File: src/rtl/sync_fifo_param.sv
// sync_fifo_param
// Single-clock FIFO built on a circular buffer, with independent write and
// read handshakes, an occupancy count, a programmable almost-full flag and
// one-cycle overflow/underflow error pulses.
//
// Parameters:
//   WIDTH     data word width in bits (>= 1)
//   DEPTH     number of entries (power of two, >= 2)
//   AF_LEVEL  almost_full asserts when count >= AF_LEVEL (1..DEPTH)
//
// Ports:
//   clk          in   single clock, rising edge
//   rst          in   asynchronous reset, active low
//   wr_en        in   write request
//   wr_data      in   write word
//   rd_en        in   read request
//   rd_data      out  read word, registered, holds when no read is accepted
//   rd_valid     out  rd_data carries a freshly read word this cycle
//   full         out  count == DEPTH
//   empty        out  count == 0
//   almost_full  out  count >= AF_LEVEL
//   count        out  occupancy 0..DEPTH
//   overflow     out  pulse one cycle after a write request while full
//   underflow    out  pulse one cycle after a read request while empty
module sync_fifo_param #(
    parameter int WIDTH    = 8,
    parameter int DEPTH    = 16,
    parameter int AF_LEVEL = DEPTH - 2
) (
    input  logic                       clk,
    input  logic                       rst,
    input  logic                       wr_en,
    input  logic [WIDTH-1:0]           wr_data,
    input  logic                       rd_en,
    output logic [WIDTH-1:0]           rd_data,
    output logic                       rd_valid,
    output logic                       full,
    output logic                       empty,
    output logic                       almost_full,
    output logic [$clog2(DEPTH):0]     count,
    output logic                       overflow,
    output logic                       underflow
);

    localparam int AW = $clog2(DEPTH);
    localparam int CW = AW + 1;

    localparam logic [CW-1:0] DEPTH_C = CW'(DEPTH);
    localparam logic [CW-1:0] AF_C    = CW'(AF_LEVEL);
    localparam logic          AF_RST  = (AF_LEVEL == 0);

    logic [WIDTH-1:0] mem [DEPTH];
    logic [AW-1:0]    wp;
    logic [AW-1:0]    rp;
    logic             wr_acc;
    logic             rd_acc;
    logic [CW-1:0]    count_next;

    // Acceptance looks only at the registered flags: no same-cycle bypass,
    // so a write into an empty FIFO cannot be read in that same cycle.
    always_comb begin
        wr_acc     = wr_en && !full;
        rd_acc     = rd_en && !empty;
        count_next = count + CW'(wr_acc) - CW'(rd_acc);
    end

    // Storage is deliberately left out of reset.
    always_ff @(posedge clk) begin
        if (wr_acc) begin
            mem[wp] <= wr_data;
        end
    end

    always_ff @(posedge clk or negedge rst) begin
        if (!rst) begin
            wp          <= '0;
            rp          <= '0;
            count       <= '0;
            full        <= 1'b0;
            empty       <= 1'b1;
            almost_full <= AF_RST;
            rd_data     <= '0;
            rd_valid    <= 1'b0;
            overflow    <= 1'b0;
            underflow   <= 1'b0;
        end else begin
            // Pointers wrap naturally because DEPTH is a power of two.
            if (wr_acc) begin
                wp <= wp + AW'(1);
            end
            if (rd_acc) begin
                rp      <= rp + AW'(1);
                rd_data <= mem[rp];
            end
            rd_valid <= rd_acc;

            // Flags are derived from the next count so they line up with it.
            count       <= count_next;
            full        <= (count_next == DEPTH_C);
            empty       <= (count_next == '0);
            almost_full <= (count_next >= AF_C);

            overflow    <= wr_en && full;
            underflow   <= rd_en && empty;
        end
    end

endmodule

File: config.mk
export PLATFORM = sky130hd
export DESIGN_NAME = sync_fifo_param
export DESIGN_NICKNAME = d
export VERILOG_FILES = /design/src/rtl/sync_fifo_param.sv
export SDC_FILE = /design/constraint.sdc
export NUM_CORES = 1
export LEC_CHECK = 0
export BUFFER_PORTS_ARGS = -buffer_cell sky130_fd_sc_hd__buf_2
export CAP_MARGIN = 15
export CORE_MARGIN = 5
export CORE_UTILIZATION = 45
export CTS_CLUSTER_SIZE = 14
export DETAILED_ROUTE_END_ITERATION = 8
export SLEW_MARGIN = 5
export SYNTH_ARGS = -nofsm -noshare
export SYNTH_HDL_FRONTEND = slang
export SYNTH_SLANG_ARGS = --single-unit
export TNS_END_PERCENT = 30
File: constraint.sdc
create_clock -name clk -period 2.2 [get_ports clk]
set_input_delay 0.44 -clock clk [delete_from_list [all_inputs] [get_ports clk]]
set_output_delay 0.44 -clock clk [all_outputs]
set_load 0.1 [all_outputs]
Word-level counts from Yosys, hierarchy flattened
Memories as Yosys holds them, arrays and structs flattened. A register that Yosys moved wholly into a read port is not among the register bits.
Index checks and enable logic that the tools add are counted.
{ "op_classes": {"reduce_logical": 8, "order_cmp": 1, "mux": 2, "n_eq_ne": 1, "addsub": 4} }
{ "op_table": {"columns": ["operator", "n"], "rows": [
  ["4-bit by 1-bit adder with 4-bit output (second input constant)", 2],
  ["5-bit by 1-bit adder with 5-bit output", 1],
  ["5-bit equality test (second input constant)", 1],
  ["5-bit by 4-bit >= comparator with 1-bit output (second input constant)", 1],
  ["5-bit logical NOT", 1],
  ["5-bit by 1-bit subtractor with 5-bit output", 1],
  ["1-bit logical AND", 4],
  ["1-bit logical NOT", 3],
  ["1-bit 2-to-1 mux", 2]
]} }
{ "word_totals": {"word_cells": 26, "n_memories": 1, "ram_bits": 128, "inputBits": 12, "reg_bits": 19} }
{ "mem_list": {"columns": ["name", "words", "width", "rd", "rd_clocked_by_memory_dff", "write_ports", "line", "rtl"], "rows": [
  ["mem", 16, 8, 1, 1, 1, "52", "logic [WIDTH-1:0] mem [DEPTH];"]
]} }

Longest topological paths before layout
{ "depth": {"depth_word": 5, "ltp_mapped": 12, "mapped_depth_nobuf": 11} }

Worst setup path after synthesis
Ideal clock, no wire load.
{ "synth_path": {"path_kind": "register -> register", "start": "register full", "end": "register empty", "setup_time_ns": 0.061, "slack_ns": -0.685, "t_arrival_ns": 2.824, "stages_incl_launch_ff": 13, "synth_period_minus_slack_ns": 2.885, "cell_sequence": "dfrtp_1 -> nor2b_1 -> buf_2 -> inv_1 -> ha_1 -> inv_1 -> ha_1 -> inv_1 -> fa_1 -> inv_1 -> or3_1 -> inv_1 -> o211a_1"} }
{ "synth_via": {"elab_chain_len": 5} }
{ "synth_lines": {"columns": ["element", "line", "rtl"], "rows": [
  ["from (decl)", "37", "output logic full,"],
  ["from (signal assigned)", "99", "full <= (count_next == DEPTH_C);"],
  ["1-bit logical NOT", "62", "wr_acc = wr_en && !full;"],
  ["1-bit logical AND", "62", null],
  ["5-bit by 1-bit adder with 5-bit output", "64", "count_next = count + CW'(wr_acc) - CW'(rd_acc);"],
  ["5-bit by 1-bit subtractor with 5-bit output", "64", null],
  ["net count_next[1]", "57", "logic [CW-1:0] count_next;"],
  ["5-bit logical NOT", "100", "empty <= (count_next == '0);"],
  ["to (signal assigned)", "100", null],
  ["to (decl)", "38", "output logic empty,"]
]} }
The timed path passes the listed nets, and every way through them passes these cells.
A chain may end at the register's enable or synchronous reset.

Final worst setup path
{ "layout_path": {"start": "register empty", "end": "register full"} }
{ "layout_via": {"elab_chain_len": 4} }
{ "layout_lines": {"columns": ["element", "line", "rtl"], "rows": [
  ["1-bit logical NOT", "63", "rd_acc = rd_en && !empty;"],
  ["1-bit logical AND", "63", null],
  ["net rd_acc", "56", "logic rd_acc;"],
  ["5-bit by 1-bit subtractor with 5-bit output", "64", null],
  ["net count_next[1]", "57", null],
  ["5-bit equality test", "99", null]
]} }
The timed path passes the listed nets, and every way through them passes these cells.

==> impl_results.md <==
- Status: complete, but fails checks
- Failing checks: negative setup slack
- Hold Path Class: in -> async
- First-pass GRT wire length: 19.7 mm
- R2r endpoint: full
- Worst-Margin Slew: 0.700 ns
- XOR/XNOR Fraction of Synth Area: 1.37%
- Ys async rst share: 17.4%
- Slew Viols, Final: 0
- Clock sinks: 155
- Layout Cell Area excl Fill: ~7500 µm²
- Hold Fails Final Rpt: 0
- Req. time, crit path: about 2.5 ns
- Final setup fails: 4
- Via count: 3368
- Port Buffers: 30
- # diodes: 0
- Clk Latency, worst-skew pair: 0.42 ns
- Cell area after synthesis: 6300 µm²
- Syn. warnings: 0
- Post-synth cell types: 39
- Via density: 5.17
- Pre-antenna DRT Iters: 4
- Pwr Density: 1580 nW/µm²
- Crit-path most repeated cell: inv_2
- Crit path DAT: 2.79 ns
- Core Box Area: around 14000 µm²
- TritonCTS Buffers: 17
- Hpwl dp: 8.32 mm
- Vias in the first global route: 3437
- Nets: 482
- Maximum vdd drop: 0.000997 V
- Share of cells above drive strength 1: 21.4%
- CP delay by family, top: adder cells
- Crit. End Element: flip-flop
- Drt initial violations: 206
- Largest net degree at the start of global routing: 38
- Cells after DPL: 619
- Largest family of logic cells by synthesized area: multiplexers
- TNS Setup: -0.614 ns
- Worst Reg2Reg Path Length in Cells: 10
- Worst path max stage delay: 0.61 ns
- Simple-gate share of the synthesized area: 7.51%
- Fin crit share: 112%
- Register area share after synthesis: between 70% and 80%
- Starting Density: 45.6%
- ANT nets after route: 0
- Grt met3 use: 4.46%
- Commonest cells after routing, fill and taps aside: edfxtp_1, mux2i_1, nand2_1
- Slowest-stage cell, CP: dfstp_4
- TritonCTS clock tree: yes
- RSZ-0062 raised after global routing: yes
- Most common cell after layout, fill and taps aside: edfxtp_1
- Path type of the worst setup path: reg -> reg
- R2r startpoint: empty
- Setup WS post-layout: -0.273 ns
- CTS clk-pin slew, worst paths: 0.06 ns
- Critical path depth: 10
- Buf/Inv on CP: 4
- Fin util: 54.2%
- CP cell instances: nand2b_4 > inv_4 > ha_4 > inv_2 > ha_4 > inv_2 > fa_2 > inv_2 > or3_4 > nor4_4
- P_leak: between 2 and 3 nW
- WL final: ~13 mm
- M2 GR Usage: 27.6%
- Max Cap Viol: 0
- Initial antenna violation count: 0
- Worst R2R Setup Slack: -0.27 ns
- Synth Instances: roughly 400
- Synth Area in Adders: 2.30%
- GP Congestion: 0.791
- Max-slew headroom: 53.3%
- Cell Rows: 43
- Startpoint types: flip-flop
- Root buffer selected by CTS: clkbuf_16
- Number of flops mapped to enable cells by yosys: 128
- Syn nets: about 430
- Worst-path fanout max: 2
- Io pins: 31
- FF+latch count, synth: 155
- Synth Area per Inst: 15.6 µm²
- GR peak layer: met2
- Clock skew: 0.00653 ns
- Predominant post-synthesis flop cell: edfxtp_1
- Worst hold slack: 0.0717 ns
- # DRC: 0
- Peak Freq: between 0.4 and 0.5 GHz
- Die width: ~130 µm
- CTS Buffer Depth: 2
- Post-synthesis mux area share: just over 10%
- Full die area: 16500 µm²
- Total GRT Usage: 16.6%
- Area growth syn-to-layout: 19.0%
- Final Non-Filler Cells: 652
- Remaining Overflow, GRT: 0
- Wire per inst: 19.4 µm
- Compound-Gate Fraction of Synth Area: under 10%
- DP Area: 6800 µm²
- # hold bufs at CTS: 0
- Tmin final: 2.47 ns
- H-Tree Depth: 4
- Die Y: 128 µm
- GR Util met1: 20.7%
-- area by class of cell --
type	count	area [µm²]
Sequential cell	155	4530
Tap cell	180	225
Multi-Input combinational cell	216	1640
Clock buffer	19	433
Inverter	14	55.1
Timing Repair Buffer	55	363
Fill cell	1108	6330
Clock inverter	13	246
-- flip-flops by register name (all words and copies together) (netlist names) --
signal       cells
rp               4
wp               4
underflow        1
overflow         1
mem            128
count            5
almost_full      1
rd_data          8
rd_valid         1
empty            1
full             1
-- worst max-delay path by stage --
stage / startpoint / to / slack, ns
3_5_place_dp: wr_en / full / -0.34
4_1_cts: empty / full / -0.29
6_report: empty / full / -0.27
5_1_grt: empty / full / -0.35
3_3_place_gp: wr_en / full / -0.30
2_1_floorplan: empty / empty / -0.37
-- worst register-to-register path: cells and delay by family, from the launching register on --
family | cells | cell delay (ns)
and+or+nand+nor | 3 | 0.75
buffers and inverters | 4 | 0.17
adders and majority gates | 3 | 0.83
DFF | 1 | 0.61
-- synth_stat cells, drive strengths merged (2+ instances only) --
master | count | area share [%]
a21oi | 18 | 1.5
mux2i | 64 | 10
o21ai | 2 | 0.16
nor2b | 4 | 0.40
buf | 15 | 1.9
dfrtp | 26 | 10
a22oi | 16 | 1.9
clkbuf | 3 | 0.22
xnor2 | 7 | 0.97
xor2 | 2 | 0.40
and3 | 2 | 0.20
nand2 | 32 | 1.9
inv | 14 | 0.83
nand3 | 25 | 2.0
nor2 | 3 | 0.18
and2 | 19 | 1.9
edfxtp | 128 | 61
ha | 10 | 2.0
-- stage by stage --
stage / worst slack, ns / power [mW]
floorplan: -0.368 / 7.36
global placement: -0.296 / 8.43
detailed placement: -0.342 / 8.51
CTS: -0.291 / 12.0
global route: -0.345 / 12.4
finish: -0.273 / 11.8
-- report_power, final --
group	internal, mW	switching [mW]	total (mW)
Combinational	1.50	3.04	4.54
Sequential	3.70	0.292	3.99
Clock	2.23	1.09	3.32
-- per-layer routing --
layer | vias to the layer above | part of all wire (%) | wire length (µm)
li1 | 1605 | - | -
met5 | - | 0 | 0
met4 | 0 | 1.8 | 229
met1 | 1685 | 43 | 5400
met2 | 62 | 52 | 6510
met3 | 16 | 3.8 | 478
-- cells by family (layout without fill, tap and decap cells) --
group                      count (synthesis)  count (layout)
and+or+nand+nor                           93              93
DFF                                      155             155
adders and majority gates                 11              11
xor gates and xnor gates                   9               9
buffers and inverters                     32             101
muxes                                     64              64
AOI/OAI and AO/OA                         39              39
-- timing repair --
item	in CTS	in global routing
endpoints found under the hold margin	0	0
endpoints found under the setup margin	4	4
buffers inserted	1	0
resized for setup	4	1
pin swaps	5	0
No activity file was read; power rests on OpenSTA's default activity.
